## config.mk

```make
export PLATFORM = sky130hd
export DESIGN_NAME = dmem_arbiter_flat
export DESIGN_NICKNAME = d
export VERILOG_FILES = /design/src/rtl/dmem_pkg.sv /design/src/rtl/dmem_arbiter_if.sv /design/src/rtl/dmem_rsp_reg.sv /design/src/rtl/dmem_arbiter.sv /design/src/flat_wrapper.sv
export SDC_FILE = /design/constraint.sdc
export NUM_CORES = 1
export LEC_CHECK = 0
export ABC_AREA = 1
export BUFFER_PORTS_ARGS = -buffer_cell sky130_fd_sc_hd__buf_4
export CAP_MARGIN = 5
export CORE_ASPECT_RATIO = 1.4
export CORE_MARGIN = 2
export CORE_UTILIZATION = 23
export DETAILED_ROUTE_END_ITERATION = 7
export GPL_TIMING_DRIVEN = 0
export REMOVE_ABC_BUFFERS = 1
export SLEW_MARGIN = 5
export SYNTH_ARGS = -nofsm -noshare
export SYNTH_HDL_FRONTEND = slang
export SYNTH_SLANG_ARGS = --single-unit
export TNS_END_PERCENT = 5
```

## constraint.sdc

```tcl
create_clock -name clock -period 1.1 [get_ports clock]
set_input_delay 0 -clock clock [delete_from_list [all_inputs] [get_ports clock]]
set_output_delay 0 -clock clock [all_outputs]
set_load 0.02 [all_outputs]
```

## src/rtl/dmem_pkg.sv

```systemverilog
// Shared types and constants for the data-memory arbiter: arbitration state,
// default bus widths and the word geometry.
package dmem_pkg;

  typedef enum logic {
    PRIO_A = 1'b0,
    PRIO_B = 1'b1
  } arb_state_e;

  localparam int DATA_W_DEF     = 32;
  localparam int ADDR_W_DEF     = 8;
  localparam int BYTES_PER_WORD = 4;
  // Wide enough for the largest legal STARVE_MAX of 15.
  localparam int STARVE_W       = 4;

endpackage

```

## src/rtl/dmem_arbiter_if.sv

```systemverilog
// Bundle of the two requester ports and the memory port around the arbiter.
// slave = arbiter view; master = requesters plus data memory.
interface dmem_arbiter_if
  import dmem_pkg::*;
#(
  parameter int DATA_W = DATA_W_DEF,
  parameter int ADDR_W = ADDR_W_DEF
);

  logic              a_req;
  logic              a_we;
  logic [ADDR_W-1:0] a_addr;
  logic [DATA_W-1:0] a_wdata;
  logic              a_gnt;
  logic              a_stall;
  logic              a_rvalid;
  logic [DATA_W-1:0] a_rdata;
  logic              a_err;

  logic              b_req;
  logic              b_we;
  logic [ADDR_W-1:0] b_addr;
  logic [DATA_W-1:0] b_wdata;
  logic              b_gnt;
  logic              b_rvalid;
  logic [DATA_W-1:0] b_rdata;
  logic              b_err;

  logic [ADDR_W-1:0] mem_addr;
  logic [DATA_W-1:0] mem_wdata;
  logic              mem_en_read;
  logic              mem_en_write;
  logic [DATA_W-1:0] mem_rdata;

  modport slave (
    input  a_req, a_we, a_addr, a_wdata,
    output a_gnt, a_stall, a_rvalid, a_rdata, a_err,
    input  b_req, b_we, b_addr, b_wdata,
    output b_gnt, b_rvalid, b_rdata, b_err,
    output mem_addr, mem_wdata, mem_en_read, mem_en_write,
    input  mem_rdata
  );

  modport master (
    output a_req, a_we, a_addr, a_wdata,
    input  a_gnt, a_stall, a_rvalid, a_rdata, a_err,
    output b_req, b_we, b_addr, b_wdata,
    input  b_gnt, b_rvalid, b_rdata, b_err,
    input  mem_addr, mem_wdata, mem_en_read, mem_en_write,
    output mem_rdata
  );

endinterface

```

## src/rtl/dmem_rsp_reg.sv

```systemverilog
// Per-port response register: captures read data at the end of a grant cycle
// and pulses rvalid (and err for rejected requests) for one cycle.
module dmem_rsp_reg
  import dmem_pkg::*;
#(
  parameter int DATA_W = DATA_W_DEF
) (
  input  logic              clock,
  input  logic              reset_n,
  input  logic              i_gnt,
  input  logic              i_we,
  input  logic              i_rej,
  input  logic [DATA_W-1:0] i_mem_rdata,
  output logic              o_rvalid,
  output logic              o_err,
  output logic [DATA_W-1:0] o_rdata
);

  logic              r_rvalid;
  logic              r_err;
  logic [DATA_W-1:0] r_rdata;

  // NOTE: non-blocking assignments in clocked blocks so every register samples
  // the pre-edge value of its inputs, independent of statement order.
  always_ff @(posedge clock or negedge reset_n) begin
    if (!reset_n) begin
      r_rvalid <= 1'b0;
      r_err    <= 1'b0;
      r_rdata  <= '0;
    end else begin
      // A rejected write still answers, so the requester always sees a response.
      r_rvalid <= i_gnt & (~i_we | i_rej);
      r_err    <= i_gnt & i_rej;
      if (i_gnt && i_rej) begin
        r_rdata <= '0;
      end else if (i_gnt && !i_we) begin
        r_rdata <= i_mem_rdata;
      end
    end
  end

  assign o_rvalid = r_rvalid;
  assign o_err    = r_err;
  assign o_rdata  = r_rdata;

endmodule

```

## src/rtl/dmem_arbiter.sv

```systemverilog
// Two-port arbiter for the single-port data memory: A (MEM stage) normally
// wins, B (loader/DMA) is protected by a starvation counter.
// Optional macro DMEM_ALIGN_CHECK_EN also rejects unaligned word accesses.
module dmem_arbiter
  import dmem_pkg::*;
#(
  parameter int DATA_W     = DATA_W_DEF,
  parameter int ADDR_W     = ADDR_W_DEF,
  parameter int STARVE_MAX = 4
) (
  input logic           clock,
  input logic           reset_n,
  dmem_arbiter_if.slave bus
);

  // Highest byte address at which a full word still fits.
  localparam logic [ADDR_W-1:0]   ADDR_LAST  = ADDR_W'((1 << ADDR_W) - BYTES_PER_WORD);
  localparam logic [STARVE_W-1:0] STARVE_LIM = STARVE_W'(STARVE_MAX);

  arb_state_e          r_state;
  arb_state_e          w_state_nxt;
  logic [STARVE_W-1:0] r_starve_cnt;
  logic [STARVE_W-1:0] w_starve_nxt;
  logic                w_a_gnt;
  logic                w_b_gnt;
  logic                w_a_rej;
  logic                w_b_rej;

`ifdef DMEM_ALIGN_CHECK_EN
  assign w_a_rej = (bus.a_addr > ADDR_LAST) || (bus.a_addr[1:0] != 2'b00);
  assign w_b_rej = (bus.b_addr > ADDR_LAST) || (bus.b_addr[1:0] != 2'b00);
`else
  assign w_a_rej = (bus.a_addr > ADDR_LAST);
  assign w_b_rej = (bus.b_addr > ADDR_LAST);
`endif

  always_ff @(posedge clock or negedge reset_n) begin
    if (!reset_n) begin
      r_state      <= PRIO_A;
      r_starve_cnt <= '0;
    end else begin
      r_state      <= w_state_nxt;
      r_starve_cnt <= w_starve_nxt;
    end
  end

  // NOTE: every always_comb output gets a default first, so no path through
  // the block can leave it unassigned and infer a latch.
  always_comb begin
    w_starve_nxt = (bus.b_req && !w_b_gnt) ? r_starve_cnt + 1'b1 : '0;
    w_state_nxt  = r_state;
    case (r_state)
      PRIO_A:  if (w_starve_nxt == STARVE_LIM) w_state_nxt = PRIO_B;
      PRIO_B:  if (w_b_gnt || !bus.b_req)      w_state_nxt = PRIO_A;
      default: w_state_nxt = PRIO_A;
    endcase
  end

  // Grants are combinational so a lone requester is served in the same cycle.
  always_comb begin
    w_a_gnt = 1'b0;
    w_b_gnt = 1'b0;
    case (r_state)
      PRIO_A: begin
        w_a_gnt = bus.a_req;
        w_b_gnt = bus.b_req & ~bus.a_req;
      end
      PRIO_B: begin
        w_b_gnt = bus.b_req;
        w_a_gnt = bus.a_req & ~bus.b_req;
      end
      default: ;
    endcase
  end

  always_comb begin
    bus.mem_addr     = '0;
    bus.mem_wdata    = '0;
    bus.mem_en_read  = 1'b0;
    bus.mem_en_write = 1'b0;
    if (w_a_gnt) begin
      bus.mem_addr     = bus.a_addr;
      bus.mem_wdata    = bus.a_wdata;
      bus.mem_en_read  = ~bus.a_we;
      bus.mem_en_write = bus.a_we & ~w_a_rej;
    end else if (w_b_gnt) begin
      bus.mem_addr     = bus.b_addr;
      bus.mem_wdata    = bus.b_wdata;
      bus.mem_en_read  = ~bus.b_we;
      bus.mem_en_write = bus.b_we & ~w_b_rej;
    end
    // Memory stays quiet for the whole reset, including a write in flight.
    if (!reset_n) begin
      bus.mem_en_read  = 1'b0;
      bus.mem_en_write = 1'b0;
    end
  end

  assign bus.a_gnt   = w_a_gnt;
  assign bus.a_stall = bus.a_req & ~w_a_gnt;
  assign bus.b_gnt   = w_b_gnt;

  dmem_rsp_reg #(.DATA_W(DATA_W)) u_rsp_a (
    .clock       (clock),
    .reset_n     (reset_n),
    .i_gnt       (w_a_gnt),
    .i_we        (bus.a_we),
    .i_rej       (w_a_rej),
    .i_mem_rdata (bus.mem_rdata),
    .o_rvalid    (bus.a_rvalid),
    .o_err       (bus.a_err),
    .o_rdata     (bus.a_rdata)
  );

  dmem_rsp_reg #(.DATA_W(DATA_W)) u_rsp_b (
    .clock       (clock),
    .reset_n     (reset_n),
    .i_gnt       (w_b_gnt),
    .i_we        (bus.b_we),
    .i_rej       (w_b_rej),
    .i_mem_rdata (bus.mem_rdata),
    .o_rvalid    (bus.b_rvalid),
    .o_err       (bus.b_err),
    .o_rdata     (bus.b_rdata)
  );

endmodule

```

## src/flat_wrapper.sv

```systemverilog
// flat-port wrapper written by rule: the top's interface ports become plain ports
module dmem_arbiter_flat import dmem_pkg::*;
#(
  parameter int DATA_W     = DATA_W_DEF,
  parameter int ADDR_W     = ADDR_W_DEF,
  parameter int STARVE_MAX = 4
)
  (clock, reset_n, bus_a_req, bus_a_we, bus_a_addr, bus_a_wdata, bus_a_gnt, bus_a_stall, bus_a_rvalid, bus_a_rdata, bus_a_err, bus_b_req, bus_b_we, bus_b_addr, bus_b_wdata, bus_b_gnt, bus_b_rvalid, bus_b_rdata, bus_b_err, bus_mem_addr, bus_mem_wdata, bus_mem_en_read, bus_mem_en_write, bus_mem_rdata);
  dmem_arbiter_if #(.DATA_W(DATA_W), .ADDR_W(ADDR_W)) bus_i ();
  input logic clock;
  input logic reset_n;
  input wire logic [$bits(bus_i.a_req)-1:0] bus_a_req;
  input wire logic [$bits(bus_i.a_we)-1:0] bus_a_we;
  input wire logic [$bits(bus_i.a_addr)-1:0] bus_a_addr;
  input wire logic [$bits(bus_i.a_wdata)-1:0] bus_a_wdata;
  output wire logic [$bits(bus_i.a_gnt)-1:0] bus_a_gnt;
  output wire logic [$bits(bus_i.a_stall)-1:0] bus_a_stall;
  output wire logic [$bits(bus_i.a_rvalid)-1:0] bus_a_rvalid;
  output wire logic [$bits(bus_i.a_rdata)-1:0] bus_a_rdata;
  output wire logic [$bits(bus_i.a_err)-1:0] bus_a_err;
  input wire logic [$bits(bus_i.b_req)-1:0] bus_b_req;
  input wire logic [$bits(bus_i.b_we)-1:0] bus_b_we;
  input wire logic [$bits(bus_i.b_addr)-1:0] bus_b_addr;
  input wire logic [$bits(bus_i.b_wdata)-1:0] bus_b_wdata;
  output wire logic [$bits(bus_i.b_gnt)-1:0] bus_b_gnt;
  output wire logic [$bits(bus_i.b_rvalid)-1:0] bus_b_rvalid;
  output wire logic [$bits(bus_i.b_rdata)-1:0] bus_b_rdata;
  output wire logic [$bits(bus_i.b_err)-1:0] bus_b_err;
  output wire logic [$bits(bus_i.mem_addr)-1:0] bus_mem_addr;
  output wire logic [$bits(bus_i.mem_wdata)-1:0] bus_mem_wdata;
  output wire logic [$bits(bus_i.mem_en_read)-1:0] bus_mem_en_read;
  output wire logic [$bits(bus_i.mem_en_write)-1:0] bus_mem_en_write;
  input wire logic [$bits(bus_i.mem_rdata)-1:0] bus_mem_rdata;
  assign bus_i.a_req = bus_a_req;
  assign bus_i.a_we = bus_a_we;
  assign bus_i.a_addr = bus_a_addr;
  assign bus_i.a_wdata = bus_a_wdata;
  assign bus_a_gnt = bus_i.a_gnt;
  assign bus_a_stall = bus_i.a_stall;
  assign bus_a_rvalid = bus_i.a_rvalid;
  assign bus_a_rdata = bus_i.a_rdata;
  assign bus_a_err = bus_i.a_err;
  assign bus_i.b_req = bus_b_req;
  assign bus_i.b_we = bus_b_we;
  assign bus_i.b_addr = bus_b_addr;
  assign bus_i.b_wdata = bus_b_wdata;
  assign bus_b_gnt = bus_i.b_gnt;
  assign bus_b_rvalid = bus_i.b_rvalid;
  assign bus_b_rdata = bus_i.b_rdata;
  assign bus_b_err = bus_i.b_err;
  assign bus_mem_addr = bus_i.mem_addr;
  assign bus_mem_wdata = bus_i.mem_wdata;
  assign bus_mem_en_read = bus_i.mem_en_read;
  assign bus_mem_en_write = bus_i.mem_en_write;
  assign bus_i.mem_rdata = bus_mem_rdata;
  dmem_arbiter #(.DATA_W(DATA_W), .ADDR_W(ADDR_W), .STARVE_MAX(STARVE_MAX)) u_core (.clock(clock), .reset_n(reset_n), .bus(bus_i));
endmodule
```

After elaboration in Yosys (flattened, before gate mapping)
Cells that the tools add are included.
{ "op_classes": {"n_bitwise": 19, "n_eq_ne": 1, "n_div": 0, "n_reduce_logical": 12, "addsub": 1, "multipliers": 0, "order_cmp": 2, "n_mux": 20, "shifts": 0} }
{ "ops": {"columns": ["op", "n"], "rows": [
  ["$mux 32", 6],
  ["$gt 8x8->1 const B", 2],
  ["$mux 8", 2],
  ["$and 1x1->1", 9],
  ["$mux 1", 8],
  ["$not 1->1", 8],
  ["$pmux 1 s2", 3],
  ["$logic_and 1x1->1", 5],
  ["$add 4x1->4 const B", 1],
  ["$eq 4x3->1 const B", 1],
  ["$logic_not 1->1", 4],
  ["$mux 4", 1],
  ["$reduce_bool 2->1", 2],
  ["$or 1x1->1", 2],
  ["$logic_or 1x1->1", 1]
]} }
{ "totals": {"elab_cells": 63, "ff_bits": 73, "rom_bits": 0, "out_inout_bits": 113, "latchBits": 0, "inputBits": 118, "ram_bits": 0, "n_memories": 0} }

Depth between registers and ports, before layout
{ "logic_depth": {"depth_word": 9, "mapped_depth": 9, "mapped_depth_nobuf": 8} }

Cells and area by module
A second synthesis with hierarchy kept.
{ "unflattened": {"hier_cells": 466, "area_unflattened_um2": 3890.0} }
{ "modules_own_cells": {"columns": ["mod", "area_each_um2", "cells_per_inst", "seq_area_each_um2", "n_inst"], "rows": [
  ["dmem_rsp_reg", 1535.2, 178, 850.8, 2],
  ["dmem_arbiter", 819.5, 110, 125.1, 1]
]} }

Least setup slack after synthesis
Ideal clock, no wire load.
{ "synth_timing": {"path_type": "flip-flop to output port", "startpoint": "reg u_core.r_state", "endpoint": "out bus_mem_en_read", "arrival_time_ps": 1255, "n_path_buf": 1, "t_required_ps": 1100, "setup_slack_ps": -155, "path_stages_with_launch": 7, "cell_sequence": "dfrtp_1 -> nand2_2 -> nand2_2 -> inv_2 -> nand2_4 -> buf_2 -> a21oi_1"} }
{ "synth_via": {"elab_chain_len": 5, "word_cells_on_any_way": 6, "classes_between": "mux: 5; bitwise: 1"} }
{ "synth_lines": {"columns": ["element", "line", "rtl"], "rows": [
  ["start: declaration", "dmem_arbiter.sv:20", "arb_state_e r_state;"],
  ["start signal: assignment", "dmem_arbiter.sv:42", "r_state <= w_state_nxt;"],
  ["$not 1->1", "dmem_arbiter.sv:63", "case (r_state)"],
  ["$pmux 1 s2", "dmem_arbiter.sv:63", null],
  ["$mux 1", "dmem_arbiter.sv:86", "end else if (w_b_gnt) begin"],
  ["$mux 1 (*)", "dmem_arbiter.sv:81", "if (w_a_gnt) begin"],
  ["$mux 1 (*)", "dmem_arbiter.sv:93", "if (!reset_n) begin"],
  ["end: declaration", "flat_wrapper.sv:31", "output wire logic [$bits(bus_i.mem_en_read)-1:0] bus_mem_en_read;"]
]} }
Every way passes the cells marked *; elsewhere a longest branch is shown, timed or not.

Worst setup path in the final report
{ "layout_timing": {"startpoint": "reg u_core.r_state", "endpoint": "out bus_mem_wdata[19]"} }
{ "layout_via": {"elab_chain_len": 4, "word_cells_on_any_way": 5, "classes_between": "mux: 4; bitwise: 1"} }
{ "layout_lines": {"columns": ["element", "line", "rtl"], "rows": [
  ["$not 1->1", "dmem_arbiter.sv:63", null],
  ["$pmux 1 s2", "dmem_arbiter.sv:63", null],
  ["$mux 32", "dmem_arbiter.sv:86", null],
  ["$mux 32 (*)", "dmem_arbiter.sv:81", null],
  ["end: declaration", "flat_wrapper.sv:30", "output wire logic [$bits(bus_i.mem_wdata)-1:0] bus_mem_wdata;"]
]} }
Marked as above.

==> summary.md <==
| Metric | Value |
|---|---|
| HP Class | in2async |
| Grt ovf | 0 |
| Tmin final | 1.63 ns |
| Wire length per cell | 20.3 um |
| Root buf cell | clkbuf_16 |
| Highest Clock Rate | 615 MHz |
| Initial antenna violation count | 0 |
| Tcrit/Tclk final | 148% |
| Crit-path leading delay family | flip-flops |
| Leakage | 3.49 nW |
| Total global-route track usage | 20.4% |
| Internal power | 0.00600 W |
| Crit Path Category | reg2out |
| Final hold slack | -0.181 ns |
| First-pass DRT Iterations | 5 |
| Worst r2r dst | u_core.u_rsp_a.o_rdata[2] |
| Area Growth Syn to Fin | 80.3% |
| DIE WIDTH | 109 um |
| Die ar. | 0.0166 mm2 |
| CP bufs+invs | 2 |
| Worst-Margin Slew | 0.962 ns |
| CP max stage delay | 0.41 ns |
| Setup violations, final | 112 |
| Vias after detailed routing | 4307 |
| Synth top area share | 51.2% |
| Failing checks | negative hold slack, negative setup slack |
| P per Cell Area | 1380 mW/mm2 |
| Slew HR | 35.8% |
| Top post-synthesis cells by area | dfrtp_1 51%, nand3_1 15%, nand2_1 12% |
| Peak supply drop | 1020 uV |
| Deepest clock path buffer count | 2 |
| Max cap viols | 0 |
| Critical Path, Cell by Cell | nand2_4 -> buf_4 -> nand2_8 -> a22o_1 -> buf_4 |
| Syn Area/Cell | 8.50 um2 |
| Grt peak-use layer | met2 |
| Port bufs | 230 |
| Hold buffer count at CTS | 32 |
| R2R Setup Slk | -0.43 ns |
| Met2 usage | 35.5% |
| Net switching power | 0.00288 W |
| WL final | 17900 um |
| Worst Setup End Kind | primary output |
| Final ANT Viol Nets | 0 |
| Most used cell, CP | buf_4 |
| Final Hold Fails | 73 |
| GR Layer Usage met3 | 8.91% |
| Register bit count reported by yosys | 73 |
| Critical path peak fanout | 12 |
| Final Max Slew Viols | 0 |
| Iteration-0 DRC Markers | 263 |
| Initial Utilization | 23.6% |
| Io pins | 231 |
| Reg power frac | 36.6% |
| Post-synthesis sequential area ratio | 51.2% |
| Path depth of the worst reg2reg path | 5 |
| Antenna diode count | 0 |
| Clock Latency Late Sink | 0.33 ns |
| CTS tree | built |
| Status | finished with violations |
| CTS H-Tree Depth | 3 |
| DIE HEIGHT | 151 um |
| Req. time, crit path | 1.10 ns |
| Worst setup SP type | flop |
| Sink Count | 73 |
| Post-Route Skew | 0.00520 ns |
| Clock transition at the registers of the reported paths | 0.06 ns |
| First-pass GRT wire length | 24400 um |
| Final nets | 802 |
| Vias in the first global route | 4315 |
| Share of cells above drive strength 1 | 42.2% |
| Comb pwr share | 31.0% |
| Drt drc | 0 |
| Cell taking the most area after synthesis | dfrtp_1 |
| Final worst slack | -0.525 ns |
| Cell Area, Synth | 0.00357 mm2 |
| Post-Syn Instances | 420 |
| Num rows | 53 |
| Met1 usage | 21.9% |
| Routability Congestion | 0.761 |
| Sw frac | 32.4% |
| Core area | 0.0151 mm2 |
| Setup WS pre-CTS | -1.53 ns |
| Clk pwr share | 32.4% |
| CTS buffer count | 9 |
| Drt via density | 4.90 |
| RR Startpoint | u_core.r_state |
| RSZ-0062 raised after global routing | yes |
| Cell variety after synth | 17 |
| Synth warnings | 0 |
| Largest net degree at the start of global routing | 75 |
| DP HPWL | 10500 um |
| Slowest-stage cell, CP | dfrtp_1 |
| Crit path DAT | 1.63 ns |
placed cells by master (no fill, tap or decap), types with 4 or more instances in the layout:
cell type	instances
nand3_2	5
nand3_1	104
buf_4	229
buf_6	9
clkbuf_16	9
nand2_4	4
nor2_1	13
inv_1	22
a22o_1	40
dlygate4sd3_1	32
nand2_8	6
nand3_4	4
dfrtp_1	73
nand2_1	111
metal layers:
layer / share of wire (%) / routed length, um / vias to the layer above
met5: 0 / 0 / -
met3: 13 / 2360 / 19
met2: 49 / 8790 / 248
met4: 2.0 / 349 / 0
met1: 36 / 6370 / 2087
li1: - / - / 1953
registers in the layout, indices dropped and copies added (netlist names):
register and flops:
u_core.u_rsp_b.o_err 1, u_core.r_starve_cnt 4, u_core.u_rsp_b.o_rvalid 1, u_core.u_rsp_a.o_rdata 32, u_core.r_state 1, u_core.u_rsp_a.o_err 1, u_core.u_rsp_b.o_rdata 32, u_core.u_rsp_a.o_rvalid 1
repair_timing:
action | CTS | global route
pin swaps | 16 | 3
gates cloned | 7 | 2
hold endpoints to repair | 137 | 73
resized for setup | 33 | 16
buffers inserted | 2 | 9
setup endpoints to repair | 112 | 118
power by group through the flow:
stage	clock network [W]	logic (W)	registers, W
after floorplan	0	0.000707	0.00369
after global placement	0	0.00248	0.00327
after detailed placement	0	0.00252	0.00329
after CTS	0.00296	0.00274	0.00325
after global routing	0.00307	0.00295	0.00329
final	0.00288	0.00276	0.00325
Yosys cell counts, drive strengths merged:
library cell  number
clkbuf             5
nand3            111
dfrtp             73
inv               25
a21oi              3
nor2              16
a22o              40
ha                 1
buf               26
nand2            119
nand4              1
layout make-up:
class / instances / area, um2
inverters: 25 / 123
fillers: 1501 / 8680
clock inverters: 6 / 60.1
well taps: 192 / 240
clock buffers: 9 / 225
repair buffers: 274 / 2230
flip-flops and latches: 73 / 1830
multi-input cells: 298 / 1720
repair inverters: 2 / 17.5
worst max path at each step:
stage               depth (start not counted)  slack [ns]                    endpoint      startpoint
finish                                      5       -0.53           bus_mem_wdata[19]  u_core.r_state
global route                                5       -0.55           bus_mem_wdata[19]  u_core.r_state
CTS                                         5       -0.51  u_core.u_rsp_b.o_rdata[12]  u_core.r_state
detailed placement                          6       -1.53   u_core.u_rsp_b.o_rdata[8]  u_core.r_state
global placement                            6       -1.46   u_core.u_rsp_b.o_rdata[8]  u_core.r_state
floorplan                                   6       -0.78   u_core.u_rsp_a.o_rdata[0]  u_core.r_state
worst reg2reg max path, cell delays in order, from the launching register on:
cell     delay [ns]
dfrtp_1        0.41
nand2_4        0.15
nand2_8        0.14
nor2_4         0.53
nand3_1        0.15
nand2_1        0.09
cell families after synthesis:
| logic type | synth area share [%] |
|---|---|
| flops | 51.2 |
| compound gates | 10.2 |
| simple gates | 30.9 |
| fa+ha+maj | 0.350 |
| buf+inv | 7.36 |
per-stage QoR:
stage               total power [W]  area (um2)  util, %  cells  setup TNS, ns
finish                      0.00888        6440     42.6    879         -45.18
global route                0.00932        6440     42.6    879         -50.19
CTS                         0.00894        6250     41.3    868         -49.67
detailed placement          0.00580        5400     35.7    812        -115.77
global placement            0.00575        5370     35.5    811        -109.34
floorplan                   0.00440        3400        -    389         -57.25
(Power assumes the default switching activity.)
